### src/rtl/ahbl_gpio_regs.sv
// ahbl_gpio_regs: zero-wait AHB-Lite register file in front of the GPIO pad wrapper.
// Per-pin edge interrupts (IM/IEDGE/IS, IRQ) are built only when GPIO_EDGE_IRQ_EN is defined.
module ahbl_gpio_regs #(
    parameter int PINS = 16
) (
    input  logic            HCLK,
    input  logic            HRESETn,
    input  logic            HSEL,
    input  logic [7:0]      HADDR,
    input  logic [1:0]      HTRANS,
    input  logic            HWRITE,
    input  logic            HREADY,
    input  logic [31:0]     HWDATA,
    output logic [31:0]     HRDATA,
    output logic            HREADYOUT,
    output logic            HRESP,
    input  logic [PINS-1:0] WGPIODIN,
    output logic [PINS-1:0] WGPIODOUT,
    output logic [PINS-1:0] WGPIODIR,
    output logic [PINS-1:0] WGPIOPU,
    output logic [PINS-1:0] WGPIOPD,
    output logic            IRQ
);

    localparam logic [5:0] OFF_DATAI = 6'h00;
    localparam logic [5:0] OFF_DATAO = 6'h01;
    localparam logic [5:0] OFF_DIR   = 6'h02;
    localparam logic [5:0] OFF_PU    = 6'h03;
    localparam logic [5:0] OFF_PD    = 6'h04;
    localparam logic [5:0] OFF_IM    = 6'h05;
    localparam logic [5:0] OFF_IEDGE = 6'h06;
    localparam logic [5:0] OFF_IS    = 6'h07;

    logic            valid_r;
    logic            write_r;
    logic [5:0]      addr_r;
    logic [PINS-1:0] dout_r;
    logic [PINS-1:0] dir_r;
    logic [PINS-1:0] pu_r;
    logic [PINS-1:0] pd_r;
    logic [PINS-1:0] sync1_r;
    logic [PINS-1:0] sync2_r;
    logic            wr_dout_s;
    logic            wr_dir_s;
    logic            wr_pu_s;
    logic            wr_pd_s;
    logic [31:0]     rdata_s;
    logic            unused_s;
`ifdef GPIO_EDGE_IRQ_EN
    logic [PINS-1:0] im_r;
    logic [PINS-1:0] iedge_r;
    logic [PINS-1:0] is_r;
    logic [PINS-1:0] prev_r;
    logic [PINS-1:0] edge_s;
    logic [PINS-1:0] is_clr_s;
    logic            wr_im_s;
    logic            wr_iedge_s;
    logic            wr_is_s;
`endif

    // Address-phase capture; a non-transfer cycle drops the valid flag
    always_ff @(posedge HCLK or negedge HRESETn) begin
        if (!HRESETn) begin
            valid_r <= 1'b0;
            write_r <= 1'b0;
            addr_r  <= 6'h00;
        end else if (HSEL && HREADY && HTRANS[1]) begin
            valid_r <= 1'b1;
            write_r <= HWRITE;
            addr_r  <= HADDR[7:2];
        end else begin
            valid_r <= 1'b0;
        end
    end

    // Data-phase write strobes decoded from the latched address
    always_comb begin
        wr_dout_s  = 1'b0;
        wr_dir_s   = 1'b0;
        wr_pu_s    = 1'b0;
        wr_pd_s    = 1'b0;
`ifdef GPIO_EDGE_IRQ_EN
        wr_im_s    = 1'b0;
        wr_iedge_s = 1'b0;
        wr_is_s    = 1'b0;
`endif
        if (valid_r && write_r) begin
            case (addr_r)
                OFF_DATAO: wr_dout_s  = 1'b1;
                OFF_DIR:   wr_dir_s   = 1'b1;
                OFF_PU:    wr_pu_s    = 1'b1;
                OFF_PD:    wr_pd_s    = 1'b1;
`ifdef GPIO_EDGE_IRQ_EN
                OFF_IM:    wr_im_s    = 1'b1;
                OFF_IEDGE: wr_iedge_s = 1'b1;
                OFF_IS:    wr_is_s    = 1'b1;
`endif
                default:   wr_dout_s  = 1'b0;
            endcase
        end else begin
            wr_dout_s = 1'b0;
        end
    end

    // Control registers feeding the pad wrapper
    always_ff @(posedge HCLK or negedge HRESETn) begin
        if (!HRESETn) begin
            dout_r <= {PINS{1'b0}};
            dir_r  <= {PINS{1'b0}};
            pu_r   <= {PINS{1'b0}};
            pd_r   <= {PINS{1'b0}};
        end else begin
            if (wr_dout_s) dout_r <= HWDATA[PINS-1:0];
            if (wr_dir_s)  dir_r  <= HWDATA[PINS-1:0];
            if (wr_pu_s)   pu_r   <= HWDATA[PINS-1:0];
            if (wr_pd_s)   pd_r   <= HWDATA[PINS-1:0];
        end
    end

    // Two-flop synchroniser for the asynchronous pad input
    always_ff @(posedge HCLK or negedge HRESETn) begin
        if (!HRESETn) begin
            sync1_r <= {PINS{1'b0}};
            sync2_r <= {PINS{1'b0}};
        end else begin
            sync1_r <= WGPIODIN;
            sync2_r <= sync1_r;
        end
    end

`ifdef GPIO_EDGE_IRQ_EN
    assign edge_s   = (iedge_r & sync2_r & ~prev_r) | (~iedge_r & ~sync2_r & prev_r);
    assign is_clr_s = wr_is_s ? HWDATA[PINS-1:0] : {PINS{1'b0}};

    // Interrupt state: an edge in the same cycle as a W1C keeps the bit set
    always_ff @(posedge HCLK or negedge HRESETn) begin
        if (!HRESETn) begin
            prev_r  <= {PINS{1'b0}};
            im_r    <= {PINS{1'b0}};
            iedge_r <= {PINS{1'b0}};
            is_r    <= {PINS{1'b0}};
        end else begin
            prev_r <= sync2_r;
            is_r   <= (is_r & ~is_clr_s) | edge_s;
            if (wr_im_s)    im_r    <= HWDATA[PINS-1:0];
            if (wr_iedge_s) iedge_r <= HWDATA[PINS-1:0];
        end
    end

    assign IRQ = |(is_r & im_r);
`else
    assign IRQ = 1'b0;
`endif

    // Read mux; upper bits beyond PINS stay zero
    always_comb begin
        rdata_s = 32'd0;
        if (valid_r && !write_r) begin
            case (addr_r)
                OFF_DATAI: rdata_s[PINS-1:0] = sync2_r;
                OFF_DATAO: rdata_s[PINS-1:0] = dout_r;
                OFF_DIR:   rdata_s[PINS-1:0] = dir_r;
                OFF_PU:    rdata_s[PINS-1:0] = pu_r;
                OFF_PD:    rdata_s[PINS-1:0] = pd_r;
`ifdef GPIO_EDGE_IRQ_EN
                OFF_IM:    rdata_s[PINS-1:0] = im_r;
                OFF_IEDGE: rdata_s[PINS-1:0] = iedge_r;
                OFF_IS:    rdata_s[PINS-1:0] = is_r;
`endif
                default:   rdata_s = 32'd0;
            endcase
        end else begin
            rdata_s = 32'd0;
        end
    end

    assign HRDATA    = rdata_s;
    assign HREADYOUT = 1'b1;
    assign HRESP     = 1'b0;
    assign WGPIODOUT = dout_r;
    assign WGPIODIR  = dir_r;
    assign WGPIOPU   = pu_r;
    assign WGPIOPD   = pd_r;

    // Address byte lanes, HTRANS[0] and upper write-data bits carry no meaning here
    assign unused_s = &{1'b0, HADDR[1:0], HTRANS[0], HWDATA};

endmodule

### config.mk
export PLATFORM = sky130hd
export DESIGN_NAME = ahbl_gpio_regs
export DESIGN_NICKNAME = d
export VERILOG_FILES = /design/src/rtl/ahbl_gpio_regs.sv
export SDC_FILE = /design/constraint.sdc
export NUM_CORES = 1
export LEC_CHECK = 0
export ABC_AREA = 1
export CAP_MARGIN = 15
export CORE_AREA = 2 2 104 106
export DETAILED_ROUTE_END_ITERATION = 8
export DIE_AREA = 0 0 106 108
export PLACE_DENSITY = 0.75
export RECOVER_POWER = 100
export SYNTH_ARGS = -nofsm -noshare
export SYNTH_HDL_FRONTEND = slang
export SYNTH_SLANG_ARGS = --single-unit
### constraint.sdc
create_clock -name HCLK -period 4.2 [get_ports HCLK]
set_input_delay 1.05 -clock HCLK [delete_from_list [all_inputs] [get_ports HCLK]]
set_output_delay 1.05 -clock HCLK [all_outputs]
set_load 0.01 [all_outputs]
==> results of run 1 <==
-- state kept, by name (all words and copies together) (netlist names), 6 cells and up --
name,flops
WGPIOPD,16
WGPIODIR,16
sync2_r,16
WGPIODOUT,16
addr_r,6
sync1_r,16
WGPIOPU,16
-- routing by layer --
metal  up-vias  part of all wire (%)  track usage (%)
met5         -                     0                0
met1      1755                    42             28.7
met4         0                   2.5             7.71
li1       1761                     -                -
met2       224                    47             32.5
met3        25                   8.8             4.10
-- worst min-delay path by stage --
stage / from / end / cells after the start
after global routing: sync1_r[1] / sync2_r[1] / 0
after floorplan: sync1_r[0] / sync2_r[0] / 0
after detailed placement: sync1_r[0] / sync2_r[0] / 0
after CTS: sync1_r[10] / sync2_r[10] / 0
after global placement: sync1_r[7] / sync2_r[7] / 0
final: sync1_r[10] / sync2_r[10] / 0
-- worst register-to-register path, cell delays in order, from the launching register on --
cell and delay [ns]:
dfrtp_1 0.48, nor2_4 0.47, nand3_1 0.14, nor2_1 0.65, clkbuf_1 0.75, a21oi_1 0.21
-- power by group --
| part | switching (mW) | leakage, nW | internal (mW) |
|---|---|---|---|
| Sequential | 0.168 | 1.09 | 1.19 |
| Combinational | 0.440 | 1.39 | 0.375 |
| Clock | 0.364 | 0.100 | 0.288 |
| Total | 0.972 | 2.58 | 1.86 |
-- metrics by stage --
stage | hold WS (ns) | setup WS [ns] | instance area (µm²)
after global placement | 0.334 | 0.871 | 5640
after CTS | 0.357 | 0.418 | 5850
final | 0.349 | 0.378 | 5830
after floorplan | 0.331 | 1.80 | 4520
after global routing | 0.364 | 0.153 | 5830
after detailed placement | 0.335 | 0.840 | 5640
-- Yosys cell counts (all sizes together) --
| master | n | area share [%] |
|---|---|---|
| buf | 38 | 6.0 |
| nor2 | 57 | 6.4 |
| dfrtp | 104 | 58 |
| nand3 | 36 | 4.3 |
| nand4 | 32 | 4.5 |
| conb | 2 | 0.17 |
| o21ai | 52 | 5.8 |
| nand2 | 114 | 9.9 |
| clkbuf | 6 | 0.51 |
| inv | 24 | 2.1 |
| a21oi | 16 | 1.8 |
-- area by class of cell --
| class | instances | area, µm² | area share (%) |
|---|---|---|---|
| clock inverter | 7 | 85.1 | 1.46 |
| sequential | 104 | 2600 | 44.6 |
| timing repair buffer | 127 | 1240 | 21.4 |
| multi-input combinational | 326 | 1510 | 25.9 |
| tap | 136 | 170 | 2.92 |
| inverter | 24 | 92.6 | 1.59 |
| clock buffer | 9 | 124 | 2.12 |
-- logic make-up (layout without fill, tap and decap cells) --
kind of cell,after synthesis,in the layout,share of synthesized area (%)
flip-flops,104,104,58.5
other,2,19,0.169
buffers and inverters,68,167,8.60
AO/OA/AOI/OAI,68,68,7.64
AND/OR/NAND/NOR,239,239,25.1
==> key figures, run 1 <==
STA
  – RSZ-0062 raised after global routing: no
  – Relative slew slack: -16.7%
  – Measured slew at the worst slew-check pin: 1.75 ns
  – Final period util: 91.0%
  – Final max-slew violation count: 75
  – Fin crit period: 3.82 ns
  – TNS Setup: 0 ns
  – Maximum clock rate: 262 MHz
  – Number of setup violations in the final report: 0
  – Final hold viol count: 0
  – Setup Skew: 0.0193 ns

Clock network
  – # hold bufs at CTS: 0
  – # resized after CTS: 0
  – Clock-pin slew on the worst setup and hold paths: 0.10 ns
  – H-tree Lvls: 3
  – Worst skew pair latency: 0.36 ns
  – TritonCTS clock tree: yes
  – Root buffer cell: clkbuf_8
  – Setup repair bufs after CTS: 0
  – Clk sinks: 104
  – Num CTS Buffers: 9
  – Clk buf depth: 2

Placement
  – DP Wirelength: 8.51 mm
  – Final Wtd Congestion: 0.892
  – IO buf count: 123
  – Placed cells: 715

Setup path
  – WS Path Type: reg2out
  – Worst flop-to-flop path endpoint: WGPIOPD[6]
  – Reg2reg start: addr_r[0]
  – Crit-path max cell delay: 0.63 ns
  – Setup crit end kind: output port
  – Reg2reg setup slack: 1.36 ns
  – Worst Path Required: 3.15 ns
  – Family with the most delay on the worst path: simple AND/OR/NAND/NOR gates
  – Worst reg-to-reg path cell count: 5
  – Worst setup startpoint: addr_r[3]
  – Worst setup path end: HRDATA[1]
  – WP data arrival: 2.77 ns
  – Worst-path cell chain: nor2_4 -> nand2_4 -> nor2_4 -> nand2_1 -> nand3_1 -> nor2_1 -> nor2_1 -> dlygate4sd3_1
  – CP max stage cell: dlygate4sd3_1
  – Worst setup SP type: flop
  – Crit-path max FO: 17
  – Buf+Inv Stages, Crit Path: 1
  – Stages on worst setup path: 8

Die
  – Io pins: 162
  – Die X: 106 µm
  – Initial Util: 43.5%
  – Core ar.: 0.0102 mm²
  – Row count: 37
  – Die ar.: 0.0114 mm²
  – Chip height: 108 µm

Hold path
  – Worst min path class: reg2reg

Cells and area
  – Share of layout cells above drive strength 1: 5.19%
  – N_diodes: 0
  – Nets: 655
  – Synth-to-Final Area Change: 30.9%
  – Filler Cell Count: 902
  – Final Non-Filler Cells: 733
  – Most frequent cells in the layout: 113 x nand2_1, 104 x dfrtp_1, 96 x dlygate4sd3_1
  – Commonest non-fill, non-tap cell in the layout: nand2_1
  – Util after Layout: 57.0%

Routing
  – WL final: 11.8 mm
  – DR vias/cell: 5.14
  – DRC errors left: 0
  – Pre-antenna DRT Iters: 6
  – Wire per inst: 16.0 µm
  – Total vias in the final route: 3,765
  – Starting DRT DRC Count: 378
  – Routed Antenna Nets: 0

Power
  – Final Power: 2.83 mW
  – Worst vdd ir: 0.202 mV
  – Leakage: 2.58 nW
  – P per Cell Area: 485 mW/mm²

Global routing
  – GRT overflow: 0
  – First-pass GRT wire length: 18.4 mm
  – Global-route usage over all layers: 20.7%
  – Initial antenna violation count: 0
  – Largest net degree at the start of global routing: 94
  – Vias in the first global route: 3,533

Synth
  – Synthesized instance count: 481
  – Netlist cell types: 21
  – Area of the mapped netlist: 0.00445 mm²
  – Number of synthesized register bits: 104
  – Register area share after synthesis: 58.5%
  – Syn_area_per_cell: 9.26 µm²
  – Synth warn: 0

Outcome
  – Failing checks: max-capacitance violations, max-slew violations
  – Status: finished, violations left

Flow run
  – Max Cap Violations: 1
Power figures use the tool's default switching activity.
==> inputs of run 2 (changes only) <==
--- a/config.mk
+++ b/config.mk
@@ -6,7 +6,7 @@
 export NUM_CORES = 1
 export LEC_CHECK = 0
 export ABC_AREA = 1
-export CAP_MARGIN = 15
+export CAP_MARGIN = 20
 export CORE_AREA = 2 2 104 106
 export DETAILED_ROUTE_END_ITERATION = 8
 export DIE_AREA = 0 0 106 108
==> results of run 2 <==
No change in the layout: final DEF, timing and power equal those of run 1.
==> inputs of run 3 (changes only) <==
--- a/config.mk
+++ b/config.mk
@@ -15,3 +15,4 @@
 export SYNTH_ARGS = -nofsm -noshare
 export SYNTH_HDL_FRONTEND = slang
 export SYNTH_SLANG_ARGS = --single-unit
+export TNS_END_PERCENT = 50
==> results of run 3 <==
No change in the layout: final DEF, timing and power equal those of run 1.
